==> config.mk <==
export PLATFORM = sky130hd
export DESIGN_NAME = hazard_ctrl
export DESIGN_NICKNAME = d
export VERILOG_FILES = /design/src/rtl/cpu_pkg.sv /design/src/rtl/hazard_ctrl_wdog.sv /design/src/rtl/hazard_ctrl.sv
export SDC_FILE = /design/constraint.sdc
export NUM_CORES = 1
export LEC_CHECK = 0
export ABC_AREA = 1
export BUFFER_PORTS_ARGS = -buffer_cell sky130_fd_sc_hd__buf_4
export CAP_MARGIN = 20
export CORE_MARGIN = 5
export CORE_UTILIZATION = 44
export DETAILED_ROUTE_END_ITERATION = 12
export GPL_TIMING_DRIVEN = 0
export PLACE_DENSITY = 0.77
export SLEW_MARGIN = 15
export SYNTH_ARGS = -nofsm -noshare
export SYNTH_HDL_FRONTEND = slang
export SYNTH_SLANG_ARGS = --single-unit
==> constraint.sdc <==
create_clock -name clk -period 1.6 [get_ports clk]
set_input_delay 0.48 -clock clk [delete_from_list [all_inputs] [get_ports clk]]
set_output_delay 0.48 -clock clk [all_outputs]
set_load 0.02 [all_outputs]
==> src/rtl/cpu_pkg.sv <==
// Shared CPU pipeline definitions: hazard FSM encoding, register constants and
// default limits for the data-memory watchdog.
package cpu_pkg;

  typedef enum logic [1:0] {
    HZ_RUN   = 2'd0,
    HZ_MWAIT = 2'd1,
    HZ_DONE  = 2'd2
  } hz_state_e;

  localparam logic [4:0]  REG_ZERO         = 5'd0;
  localparam int unsigned MAX_WAIT_DEFAULT = 15;
  localparam int unsigned CNT_W_DEFAULT    = 4;

endpackage

==> src/rtl/hazard_ctrl_wdog.sv <==
// Wait counter for an outstanding data-memory access, with saturation and a
// sticky error flag raised when the access exceeds MAX_WAIT cycles.
module hazard_ctrl_wdog import cpu_pkg::*; #(
  parameter int unsigned MAX_WAIT = MAX_WAIT_DEFAULT,
  parameter int unsigned CNT_W    = CNT_W_DEFAULT
) (
  input  logic clk,
  input  logic rst,
  input  logic i_active,
  input  logic i_ack,
  output logic o_wd_err
);

  logic [CNT_W-1:0] r_cnt;
  logic             r_wd_err;
  logic [CNT_W-1:0] w_cnt_nxt;
  logic             w_sat;
  logic             w_counting;

  assign w_sat      = (r_cnt == CNT_W'(MAX_WAIT));
  assign w_counting = i_active & ~i_ack;
  assign w_cnt_nxt  = w_sat ? r_cnt : r_cnt + CNT_W'(1);

  // Count only while still waiting; any exit from the wait clears the count.
  always_ff @(posedge clk) begin
    if (rst) begin
      r_cnt    <= '0;
      r_wd_err <= 1'b0;
    end else begin
      r_cnt <= w_counting ? w_cnt_nxt : '0;
      if (w_counting && (w_cnt_nxt == CNT_W'(MAX_WAIT))) begin
        r_wd_err <= 1'b1;
      end
    end
  end

  assign o_wd_err = r_wd_err;

endmodule

==> src/rtl/hazard_ctrl.sv <==
// Pipeline hazard controller: load-use stall, taken-branch flush and pipeline
// freeze during multi-cycle data-memory accesses.
module hazard_ctrl import cpu_pkg::*; #(
  parameter int unsigned MAX_WAIT = MAX_WAIT_DEFAULT,
  parameter int unsigned CNT_W    = CNT_W_DEFAULT
) (
  input  logic       clk,
  input  logic       rst,
  input  logic [4:0] if_id_rs1,
  input  logic [4:0] if_id_rs2,
  input  logic       id_ex_memread,
  input  logic [4:0] id_ex_rd,
  input  logic       ex_branch_taken,
  input  logic       ex_mem_memaccess,
  input  logic       dmem_ack,
  output logic       dmem_req,
  output logic       pc_write,
  output logic       if_id_write,
  output logic       if_id_flush,
  output logic       id_ex_bubble,
  output logic       ex_mem_hold,
  output logic       mem_wb_bubble,
  output logic       wd_err
);

  hz_state_e r_state;
  hz_state_e w_state_nxt;
  logic      w_load_use;
  logic      w_in_mwait;

  assign w_load_use = id_ex_memread & (id_ex_rd != REG_ZERO) &
                      ((id_ex_rd == if_id_rs1) | (id_ex_rd == if_id_rs2));
  assign w_in_mwait = (r_state == HZ_MWAIT);

  always_ff @(posedge clk) begin
    if (rst) r_state <= HZ_RUN;
    else     r_state <= w_state_nxt;
  end

  always_comb begin
    w_state_nxt = r_state;
    case (r_state)
      HZ_RUN:   if (ex_mem_memaccess) w_state_nxt = HZ_MWAIT;
      HZ_MWAIT: if (dmem_ack) w_state_nxt = HZ_DONE;
      HZ_DONE:  w_state_nxt = HZ_RUN;
      default:  w_state_nxt = HZ_RUN;
    endcase
  end

  // DONE reuses the RUN priority but never starts a new access itself.
  always_comb begin
    dmem_req      = 1'b0;
    pc_write      = 1'b1;
    if_id_write   = 1'b1;
    if_id_flush   = 1'b0;
    id_ex_bubble  = 1'b0;
    ex_mem_hold   = 1'b0;
    mem_wb_bubble = 1'b0;
    if (rst) begin
      pc_write      = 1'b0;
      if_id_write   = 1'b0;
      if_id_flush   = 1'b1;
      id_ex_bubble  = 1'b1;
      mem_wb_bubble = 1'b1;
    end else begin
      case (r_state)
        HZ_RUN, HZ_DONE: begin
          if ((r_state == HZ_RUN) && ex_mem_memaccess) begin
            dmem_req      = 1'b1;
            pc_write      = 1'b0;
            if_id_write   = 1'b0;
            ex_mem_hold   = 1'b1;
            mem_wb_bubble = 1'b1;
          end else if (ex_branch_taken) begin
            if_id_flush  = 1'b1;
            id_ex_bubble = 1'b1;
          end else if (w_load_use) begin
            pc_write     = 1'b0;
            if_id_write  = 1'b0;
            id_ex_bubble = 1'b1;
          end
        end
        HZ_MWAIT: begin
          dmem_req      = 1'b1;
          pc_write      = 1'b0;
          if_id_write   = 1'b0;
          ex_mem_hold   = 1'b1;
          mem_wb_bubble = 1'b1;
        end
        default: ;
      endcase
    end
  end

  hazard_ctrl_wdog #(
    .MAX_WAIT (MAX_WAIT),
    .CNT_W    (CNT_W)
  ) u_wdog (
    .clk      (clk),
    .rst      (rst),
    .i_active (w_in_mwait),
    .i_ack    (dmem_ack),
    .o_wd_err (wd_err)
  );

endmodule

==> results.txt <==
----------------------------------------------------
[Worst setup path]
  Critical path data required time ... 1.12 ns
  Buffer and inverter count on the worst path ... 5
  Start point of the critical path ... if_id_rs2[1]
  Crit path max-delay cell type ... sky130_fd_sc_hd__buf_6
  Critical Path Sink ... pc_write
  Kind of start point of the critical path ... input port
  Maximum net fanout on the critical path ... 2
  Register-to-Register Setup Slack ... ~0.32 ns
  List of cells traversed by the critical path ... buf_6, inv_2, nand2_2, nand2_2, nor2_4, nand3_2, nand2_2, nand3_2, nand2_2, inv_2, buf_6, buf_6
  Data arrival at the endpoint of the critical path ... 1.40 ns
  Reg-to-reg critical path endpoint ... u_wdog.o_wd_err
  Kind of cell with the highest combined delay on the critical path ... simple AND/OR/NAND/NOR gates
  Critical Path Stages ... 12
  Startpoint-to-endpoint class of the critical path ... in2out
  Delay of the slowest cell on the worst path ... 0.12 ns
  Type of destination of the critical path ... output pin
  Launch point of the worst reg-to-reg path ... u_wdog.r_cnt[0]
  Most repeated library cell on the critical path ... sky130_fd_sc_hd__nand2_2
  Logic depth of the worst register-to-register path ... 7

[STA]
  Setup repair after global routing missed its margin ... true
  Number of hold violations in the final report ... 0
  Worst-margin pin slew ... 0.2143 ns
  Number of setup violations in the final report ... 6
  Clock period minus final worst setup slack ... 1.883 ns
  Share of the clock period used by the worst path after layout ... 117.7%
  Final critical-path setup slack ... -0.2827 ns
  Worst hold-check slack ... 0.4557 ns
  Relative slew slack ... 85.58%
  Final Slew Violations ... 0
  Fin Clk Skew ... 0.007117 ns
  Peak Freq ... 0.5311 GHz

[Drt]
  Average detailed-routed wire length per instance ... 11.99 um
  Post-detailed-routing wire length ... 1942 um
  Total via count after detailed routing ... ~770
  Initial detailed-routing violation count ... 14
  DRC violation count after routing ... 0
  First drt pass iteration count ... 4
  Count of antenna-violating nets left after detailed routing ... 0
  Via density per instance ... roughly 4.7

[Status]
  Result of the run ... complete, but fails checks
  Violations in the final reports ... setup timing

[Global route]
  GRT Resource Usage Total ... 17.11%
  Total grt overflow ... 0
  Antenna violations before repair ... 0
  Number of global-route vias before repair ... roughly 700
  Global-route wire length before repair ... 2656 um
  Pin count of the biggest net entering global routing ... 8

[Logic synthesis]
  Post-Syn Nets ... approximately 130
  Dominant synthesized flop cell ... sky130_fd_sc_hd__dfxtp_1
  Number of synthesized flops with an enable pin ... 0
  Post-Syn Instances ... 110
  Share of synthesized area occupied by flip-flops and latches ... 23.14%
  Area of the mapped netlist ... 605.6 um2
  Warning count from the yosys run ... 0
  Average cell area after synthesis ... 5.505 um2
  Register bit total from synthesis ... 7
  Post-synth ARST share ... 0%
  Synth cell types ... 22

[Cells and area]
  Layout-stage area growth over the synthesis result ... 72.52%
  Diode insertion count for antenna repair ... 0
  Final standard cell area without fillers ... 1045 um2
  Filler instances ... 91
  Sequential cell area ... 145.1 um2
  Post-layout nets ... 170
  Area of combinational cells with multiple inputs ... 416.7 um2
  Fraction of final layout cells sized beyond drive strength 1 ... roughly 51%

[Die]
  Die width ... around 47 um
  Vertical extent of the die ... around 47 um
  Area inside the core boundary ... 1301 um2
  Initial core utilization ... 46.54%
  Row Count ... 13
  I/O Pins ... 29
  Die Outline Area ... approximately 2200 um2

[Pwr]
  P per Cell Area ... 561.9 nW/um2
  Static leakage power ... 0.0005580 uW
  Highest ir drop seen on vdd ... 0.0004777 V

[Clocking]
  Root buffer cell ... sky130_fd_sc_hd__clkbuf_4
  TritonCTS clock tree ... built
  Worst skew pair latency ... ~0.25 ns
  Clock transition at the registers of the reported paths ... roughly 0.05 ns
  Hold bufs inserted after CTS ... 0
  H-tree depth ... 1
  Number of clock sinks ... 7
  Number of buffers created by CTS ... 3
  Deepest clock path buffer count ... 2

[Job]
  Max Cap Violations ... 0

[Place]
  Final estimated routing congestion in global placement ... between 0.7 and 0.8
  Post-placement cell area ... 839.6 um2
  Port Buf Inserts ... 28
  DP HPWL ... around 1300 um

[Worst hold path]
  Type of the most critical hold path ... reg2reg

----------------------------------------------------
-- cells by family (layout without fill, tap and decap cells) --
| kind of cell | Yosys count | after routing | share of synthesized area (%) |
|---|---|---|---|
| simple gates | 61 | 61 | 44.01 |
| buf+inv | 32 | 69 | 21.07 |
| xor+xnor | 3 | 3 | 4.340 |
| compound gates | 6 | 6 | 5.370 |
| fa+ha+maj | 1 | 1 | 2.066 |
| flops | 7 | 7 | 23.14 |
-- worst min-delay path by stage --
stage                    start  slack (ns)              end  depth (start not counted)
6_report            r_state[1]        0.46       r_state[1]                          1
5_1_grt             r_state[1]        0.47       r_state[1]                          1
2_1_floorplan       r_state[1]        0.48       r_state[1]                          1
3_3_place_gp   u_wdog.o_wd_err        0.44  u_wdog.o_wd_err                          2
4_1_cts                    rst        0.45       r_state[0]                          2
3_5_place_dp   u_wdog.o_wd_err        0.45  u_wdog.o_wd_err                          2
-- cell usage after synthesis (2+ instances only) --
cell type / n / area [um2]
sky130_fd_sc_hd__nor3_1: 2 / 10.01
sky130_fd_sc_hd__nand2_1: 30 / 112.6
sky130_fd_sc_hd__dfxtp_1: 7 / 140.1
sky130_fd_sc_hd__buf_4: 2 / 15.01
sky130_fd_sc_hd__nand3_1: 7 / 35.03
sky130_fd_sc_hd__inv_2: 7 / 26.28
sky130_fd_sc_hd__xnor2_1: 3 / 26.28
sky130_fd_sc_hd__a21oi_1: 3 / 15.01
sky130_fd_sc_hd__inv_1: 22 / 82.58
sky130_fd_sc_hd__nor2_1: 15 / 56.30
-- repair_timing --
item                                    CTS  global route
buffers inserted                          4             1
gates resized for setup                  25            20
pin swaps                                11            14
endpoints found under the setup margin    7             7
-- power by group --
| group | total [uW] | switching (uW) | leakage (uW) | internal, uW |
|---|---|---|---|---|
| combinational | 247 | 122 | 0.000485 | 125 |
| clock | 159 | 64.2 | 0.0000150 | 95.1 |
| sequential | 181 | 3.32 | 0.0000578 | 178 |
| total | 587 | 190 | 0.000558 | 397 |
-- stage by stage --
stage | setup WS [ns] | utilization [%] | total power, uW | TNS, ns | instances
after global placement | -0.3241 | 64.52 | 354.4 | -0.7719 | 153
after global routing | -0.3521 | 80.29 | 620.4 | -1.651 | 162
final | -0.2827 | 80.29 | 587.0 | -1.181 | 162
after detailed placement | -0.3543 | 64.52 | 359.1 | -0.8445 | 153
after CTS | -0.2825 | 75.00 | 559.0 | -0.8793 | 161
after floorplan | -0.09288 | - | 277.5 | -0.1629 | 110
-- area by class of cell --
| class | instances | area share (%) |
|---|---|---|
| clock buffers | 4 | 2.515 |
| repair buffers | 33 | 29.10 |
| flip-flops and latches | 7 | 13.89 |
| well taps | 15 | 1.796 |
| inverters | 30 | 11.02 |
| plain buffers | 2 | 1.796 |
| multi-input cells | 71 | 39.88 |
-- flip-flops by register name (all words and copies together), names as in the netlist --
| signal | cells |
|---|---|
| r_state | 2 |
| u_wdog.o_wd_err | 1 |
| u_wdog.r_cnt | 4 |
-- routing by layer --
layer,global-route usage (%),up-vias,part of all wire [%]
met2,33.06,23,53
met3,3.831,7,6.8
met4,7.182,0,3.0
li1,-,396,-
met1,17.24,341,38
met5,0,-,0
-- layout by cell type (no fill, tap or decap), types with 2 or more instances in the layout --
cell and n:
sky130_fd_sc_hd__nand2_2 9, sky130_fd_sc_hd__a21oi_1 2, sky130_fd_sc_hd__inv_2 11, sky130_fd_sc_hd__nor3_1 2, sky130_fd_sc_hd__inv_1 17, sky130_fd_sc_hd__nand3_1 3, sky130_fd_sc_hd__xnor2_1 3, sky130_fd_sc_hd__clkbuf_4 3
sky130_fd_sc_hd__buf_4 20, sky130_fd_sc_hd__nand3_2 5, sky130_fd_sc_hd__buf_6 14, sky130_fd_sc_hd__nor2_4 5, sky130_fd_sc_hd__nor2_2 3, sky130_fd_sc_hd__dfxtp_1 5, sky130_fd_sc_hd__nor2_1 9, sky130_fd_sc_hd__nand2_1 22
(Power assumes the default switching activity.)
